$ cat src/rtl/jt49_cmdseq.sv
`default_nettype none
// ============================================================================
// Module   : jt49_cmdseq
// Brief    : Autonomous command-list player driving the jt49 write bus.
//            Fetches {op, arg} words from a synchronous command memory and
//            issues register writes, timed waits and an end marker.
// Revision : 1.0 - initial release
// ============================================================================
module jt49_cmdseq #(
  parameter int AW         = 7,
  parameter int WAIT_SHIFT = 11
) (
  input  logic          rst_n,
  input  logic          clk,
  input  logic          start,
  input  logic          abort,
  output logic [AW-1:0] cmd_addr,
  input  logic [11:0]   cmd_data,
  output logic [3:0]    addr,
  output logic [7:0]    dout,
  output logic          wr_n,
  output logic          busy,
  output logic          done
);

  localparam int CW = 8 + WAIT_SHIFT;
  localparam logic [AW-1:0] LAST_ADDR = {AW{1'b1}};

  localparam logic [2:0] IDLE  = 3'd0;
  localparam logic [2:0] FETCH = 3'd1;
  localparam logic [2:0] EXEC  = 3'd2;
  localparam logic [2:0] WAITS = 3'd3;
  localparam logic [2:0] DONES = 3'd4;

  localparam logic [3:0] OP_END  = 4'hE;
  localparam logic [3:0] OP_WAIT = 4'hF;

  logic [2:0]    state;
  logic [CW-1:0] cnt;
  logic [3:0]    op;
  logic [7:0]    arg;
  logic [CW-1:0] wait_len;
  logic          advance;

  assign op       = cmd_data[11:8];
  assign arg      = cmd_data[7:0];
  assign wait_len = CW'(arg) << WAIT_SHIFT;

  // Advance to the next entry after a write, a zero-length wait, or the last wait cycle
  always_comb begin
    advance = 1'b0;
    if (state == EXEC)
      advance = (op < OP_END) || ((op == OP_WAIT) && (arg == 8'd0));
    else if (state == WAITS)
      advance = (cnt == CW'(1));
  end

  // Sequencer state, command pointer, wait counter and registered jt49 bus
  always_ff @(posedge clk or negedge rst_n) begin
    if (!rst_n) begin
      state    <= IDLE;
      cmd_addr <= '0;
      addr     <= 4'd0;
      dout     <= 8'd0;
      wr_n     <= 1'b1;
      busy     <= 1'b0;
      done     <= 1'b0;
      cnt      <= '0;
    end else begin
      // The strobe is a single-cycle pulse; it falls back high unless re-armed below
      wr_n <= 1'b1;
      if (abort) begin
        // abort wins over everything, including a write being issued this edge
        state <= IDLE;
        busy  <= 1'b0;
        done  <= 1'b0;
        cnt   <= '0;
      end else begin
        case (state)
          IDLE, DONES: begin
            if (start) begin
              cmd_addr <= '0;
              busy     <= 1'b1;
              done     <= 1'b0;
              state    <= FETCH;
            end
          end
          FETCH: state <= EXEC;
          EXEC: begin
            if (op < OP_END) begin
              addr <= op;
              dout <= arg;
              wr_n <= 1'b0;
            end else if (op == OP_WAIT) begin
              cnt <= wait_len;
              if (arg != 8'd0)
                state <= WAITS;
            end else begin
              state <= DONES;
              busy  <= 1'b0;
              done  <= 1'b1;
            end
          end
          WAITS: cnt <= cnt - CW'(1);
          default: state <= IDLE;
        endcase
        if (advance) begin
          // The list end terminates playback; the pointer never wraps
          if (cmd_addr == LAST_ADDR) begin
            state <= DONES;
            busy  <= 1'b0;
            done  <= 1'b1;
          end else begin
            cmd_addr <= cmd_addr + AW'(1);
            state    <= FETCH;
          end
        end
      end
    end
  end

endmodule
`default_nettype wire

$ cat config.mk
export PLATFORM = sky130hd
export DESIGN_NAME = jt49_cmdseq
export DESIGN_NICKNAME = d
export VERILOG_FILES = /design/src/rtl/jt49_cmdseq.sv
export SDC_FILE = /design/constraint.sdc
export NUM_CORES = 1
export LEC_CHECK = 0
export BUFFER_PORTS_ARGS = -buffer_cell sky130_fd_sc_hd__buf_2
export CORE_MARGIN = 4
export CORE_UTILIZATION = 45
export CTS_CLUSTER_SIZE = 25
export DETAILED_ROUTE_END_ITERATION = 16
export PLACE_DENSITY = 0.76
export SLEW_MARGIN = 20
export SYNTH_ARGS = -nofsm -noshare
export SYNTH_HDL_FRONTEND = slang
export SYNTH_SLANG_ARGS = --single-unit
export TNS_END_PERCENT = 1
$ cat constraint.sdc
create_clock -name clk -period 2.6 [get_ports clk]
set_input_delay 0.26 -clock clk [delete_from_list [all_inputs] [get_ports clk]]
set_output_delay 0.26 -clock clk [all_outputs]
set_load 0.01 [all_outputs]
==> summary.txt <==
Global route
  – Pin count of the biggest net entering global routing: 45
  – Antenna violations before repair: 0
  – Vias in the first global route: 1858
  – GRT Util Overall: 17.2%
  – Congestion Overflow GR: 0
  – First-pass GRT wire length: 8.57 mm

Timing
  – Slew Limit Fails: 0
  – Post-layout min period: 2.30 ns
  – Crit share post-route: 88.6%
  – Fmax: 434 MHz
  – Worst hold slack: 0.207 ns
  – Final setup fails: 0
  – Worst Tran Pin Value: 0.657 ns
  – Worst clock skew: 0.00581 ns
  – RSZ-0062 raised after global routing: false
  – Final hold vios: 0
  – Final setup TNS: 0 ns
  – Final Worst Setup Slack: 0.296 ns
  – Relative max-transition margin: 56.2%

Clock network
  – Clock tree buffer depth: 2
  – H-Tree Level Count: 2
  – Setup bufs post-CTS: 0
  – CTS tree: done
  – Clock latency on the worst-skew pair: 0.29 ns
  – Sink Count: 44
  – Root Buffer Master: clkbuf_8
  – Post-CTS resize count: 0
  – Clock slew at reported path FFs: 0.08 ns
  – Num CTS Buffers: 5
  – Post-CTS Hold Fix Bufs: 0

Run status
  – Status: complete, no violations

Logic synthesis
  – Xor-xnor portion of the synthesized cell area: 3.13%
  – Ys async rst share: 100%
  – Adder-cell share of the synthesized area: 1.68%
  – Syn_area_per_cell: 10.2 um2
  – Mux cell area share after synthesis: 8.15%
  – Largest family of logic cells by synthesized area: simple AND/OR/NAND/NOR gates
  – Main synth FF type: dfrtp_1
  – Ys Warns: 0
  – Compound-cell area share of the yosys netlist: 12.3%
  – Synth cell types: 50
  – Sequential area share after synthesis: 49.2%
  – Yosys reg bits: 44
  – Synth Instances: 220
  – EDFF count, synth: 0
  – Synth Area in Simple Gates: 23.0%
  – Post-Syn Nets: 239
  – Synth Cell Area: 2240 um2

Pwr
  – Comb pwr share: 20.2%
  – Pwr/cell area: 615 nW/um2
  – Internal: 0.00117 W
  – Final Total Pwr: 0.00163 W
  – Power share of the clock group: 28.5%
  – Worst vdd ir: 279 uV
  – Sw power: 0.000458 W
  – Flop pwr share: 51.3%
  – Sw frac: 28.1%
  – Leak pwr: 1.18 nW

Drt
  – DR WL/cell: 14.8 um
  – Routed wl met2: 2.45 mm
  – Routed via count: 1845
  – Top sig layer: met4
  – Vias/cell: 5.57
  – Initial DRT Pass Iterations: 5
  – Met1 wire length: 2.21 mm
  – DR iter-0 viols: 112
  – Post-DRT Antenna Nets: 0
  – DRC viols: 0
  – Post-Route WL: 4.91 mm
  – Met3 WL: 178 um

Worst hold path
  – Hold Crit Class: input port to register
  – Hold endpoint: addr[1]
  – Hold Path Stages: 2
  – Worst Hold Launch: cmd_data[9]

Die
  – Initial Utilization: 46.8%
  – Top Ports: 38
  – Die X-Extent: 78.6 um
  – Die ar.: 6170 um2
  – Cell row count: 25
  – Die Ht: 78.6 um
  – Core area: 4790 um2

Cells and area
  – Fin nets: 282
  – Cell Count, Final, Fillers Out: 331
  – N_diodes: 0
  – Most frequent cells in the layout: dfrtp_1 (43), buf_2 (37), nor2_1 (22)
  – Most common cell after layout, fill and taps aside: dfrtp_1
  – Layout cells sized above 1: 22.3%
  – Layout area overhead: 18.3%

Place
  – GPL Wtd Cong: 0.788
  – Place WS: 0.334 ns
  – Placed instance count: 321
  – Number of I/O port buffers: 37
  – Final HPWL DP: 3.56 mm

Critical path
  – Startpoint types: register
  – FF-to-FF setup slack: 0.30 ns
  – Worst R2R Start: cnt[15]
  – Crit Path Max Fanout: 6
  – Worst EP required: 2.78 ns
  – RR Endpoint: cmd_addr[1]
  – Critical path class: register to register
  – Reg2reg path depth: 5
  – Crit. End Element: register
  – Arrival time worst endpoint: 2.48 ns

Run
  – Max Cap Violations: 0
-- area by class of cell --
cell class	instances	area (um2)
Fill cell	428	2140
Sequential cell	44	1100
Multi-Input combinational cell	161	1080
Timing Repair Buffer	45	260
Clock buffer	8	100
Tap cell	67	83.8
Inverter	6	22.5
-- metrics by stage --
step | utilization [%] | instance area [um2]
2_1_floorplan | - | 2240
5_1_grt | 55.4 | 2650
3_3_place_gp | 52.7 | 2520
6_report | 55.4 | 2650
4_1_cts | 54.7 | 2620
3_5_place_dp | 52.7 | 2520
-- power groups by stage --
stage          registers [W]  logic (W)  clock network, W
4_1_cts             0.000835   0.000331          0.000479
2_1_floorplan       0.000884   0.000140                 0
5_1_grt             0.000849   0.000370          0.000505
3_5_place_dp        0.000849   0.000330                 0
3_3_place_gp        0.000846   0.000325                 0
6_report            0.000836   0.000330          0.000465
-- kinds of logic (layout without fill, tap and decap cells) --
family / count (synthesis) / in the layout
AO/OA/AOI/OAI: 38 / 38
multiplexers: 16 / 16
flip-flops: 44 / 44
XOR/XNOR: 8 / 8
adder cells (fa/ha/maj): 3 / 3
AND/OR/NAND/NOR: 96 / 96
buffers and inverters: 15 / 59
-- Yosys cell counts, types with 2 or more instances --
cell / n / area, um2
a21oi_1: 14 / 70.1
a221o_1: 3 / 30.0
a31oi_1: 4 / 25.0
a32oi_1: 2 / 17.5
and2_1: 3 / 18.8
and3_1: 4 / 25.0
clkbuf_1: 7 / 26.3
dfrtp_1: 43 / 1080
ha_1: 3 / 37.5
inv_1: 6 / 22.5
mux2_1: 14 / 158
nand2_1: 15 / 56.3
nand3_1: 9 / 45.0
nand4_1: 4 / 25.0
nor2_1: 22 / 82.6
nor2b_1: 2 / 12.5
nor3_1: 11 / 55.1
nor3b_1: 2 / 15.0
nor4_1: 6 / 37.5
o21ai_0: 2 / 10.0
o21ai_1: 2 / 10.0
or2_2: 2 / 12.5
or3_1: 3 / 18.8
or4_1: 5 / 37.5
xnor2_1: 4 / 35.0
xor2_1: 4 / 35.0
-- registers in the layout (all words and copies together), names as in the netlist --
register / cells
cnt: 19
dout: 8
cmd_addr: 7
addr: 4
state: 3
busy: 1
done: 1
wr_n: 1
-- worst max-delay path, stage by stage, from the launching register on --
cell	delay, ns
dfrtp_1	0.44
or4_1	0.54
nor3_1	0.33
a32oi_2	0.17
or3_4	0.41
mux2_4	0.30
-- layer usage --
metal | track usage [%] | vias to the layer above
met4 | 5.42 | 0
li1 | - | 901
met3 | 3.90 | 10
met2 | 28.8 | 37
met5 | 0 | -
met1 | 22.0 | 897
-- how the worst max path moves through the flow --
stage	slack (ns)	cells past startpoint	endpoint	from
after global placement	0.36	5	cmd_addr[1]	cnt[14]
final	0.30	5	cmd_addr[1]	cnt[15]
after global routing	0.17	6	cmd_addr[6]	cnt[15]
after floorplan	0.36	5	cmd_addr[1]	cnt[15]
after CTS	0.31	5	cmd_addr[1]	cnt[15]
after detailed placement	0.33	5	cmd_addr[1]	cnt[15]
(Power assumes the default switching activity.)
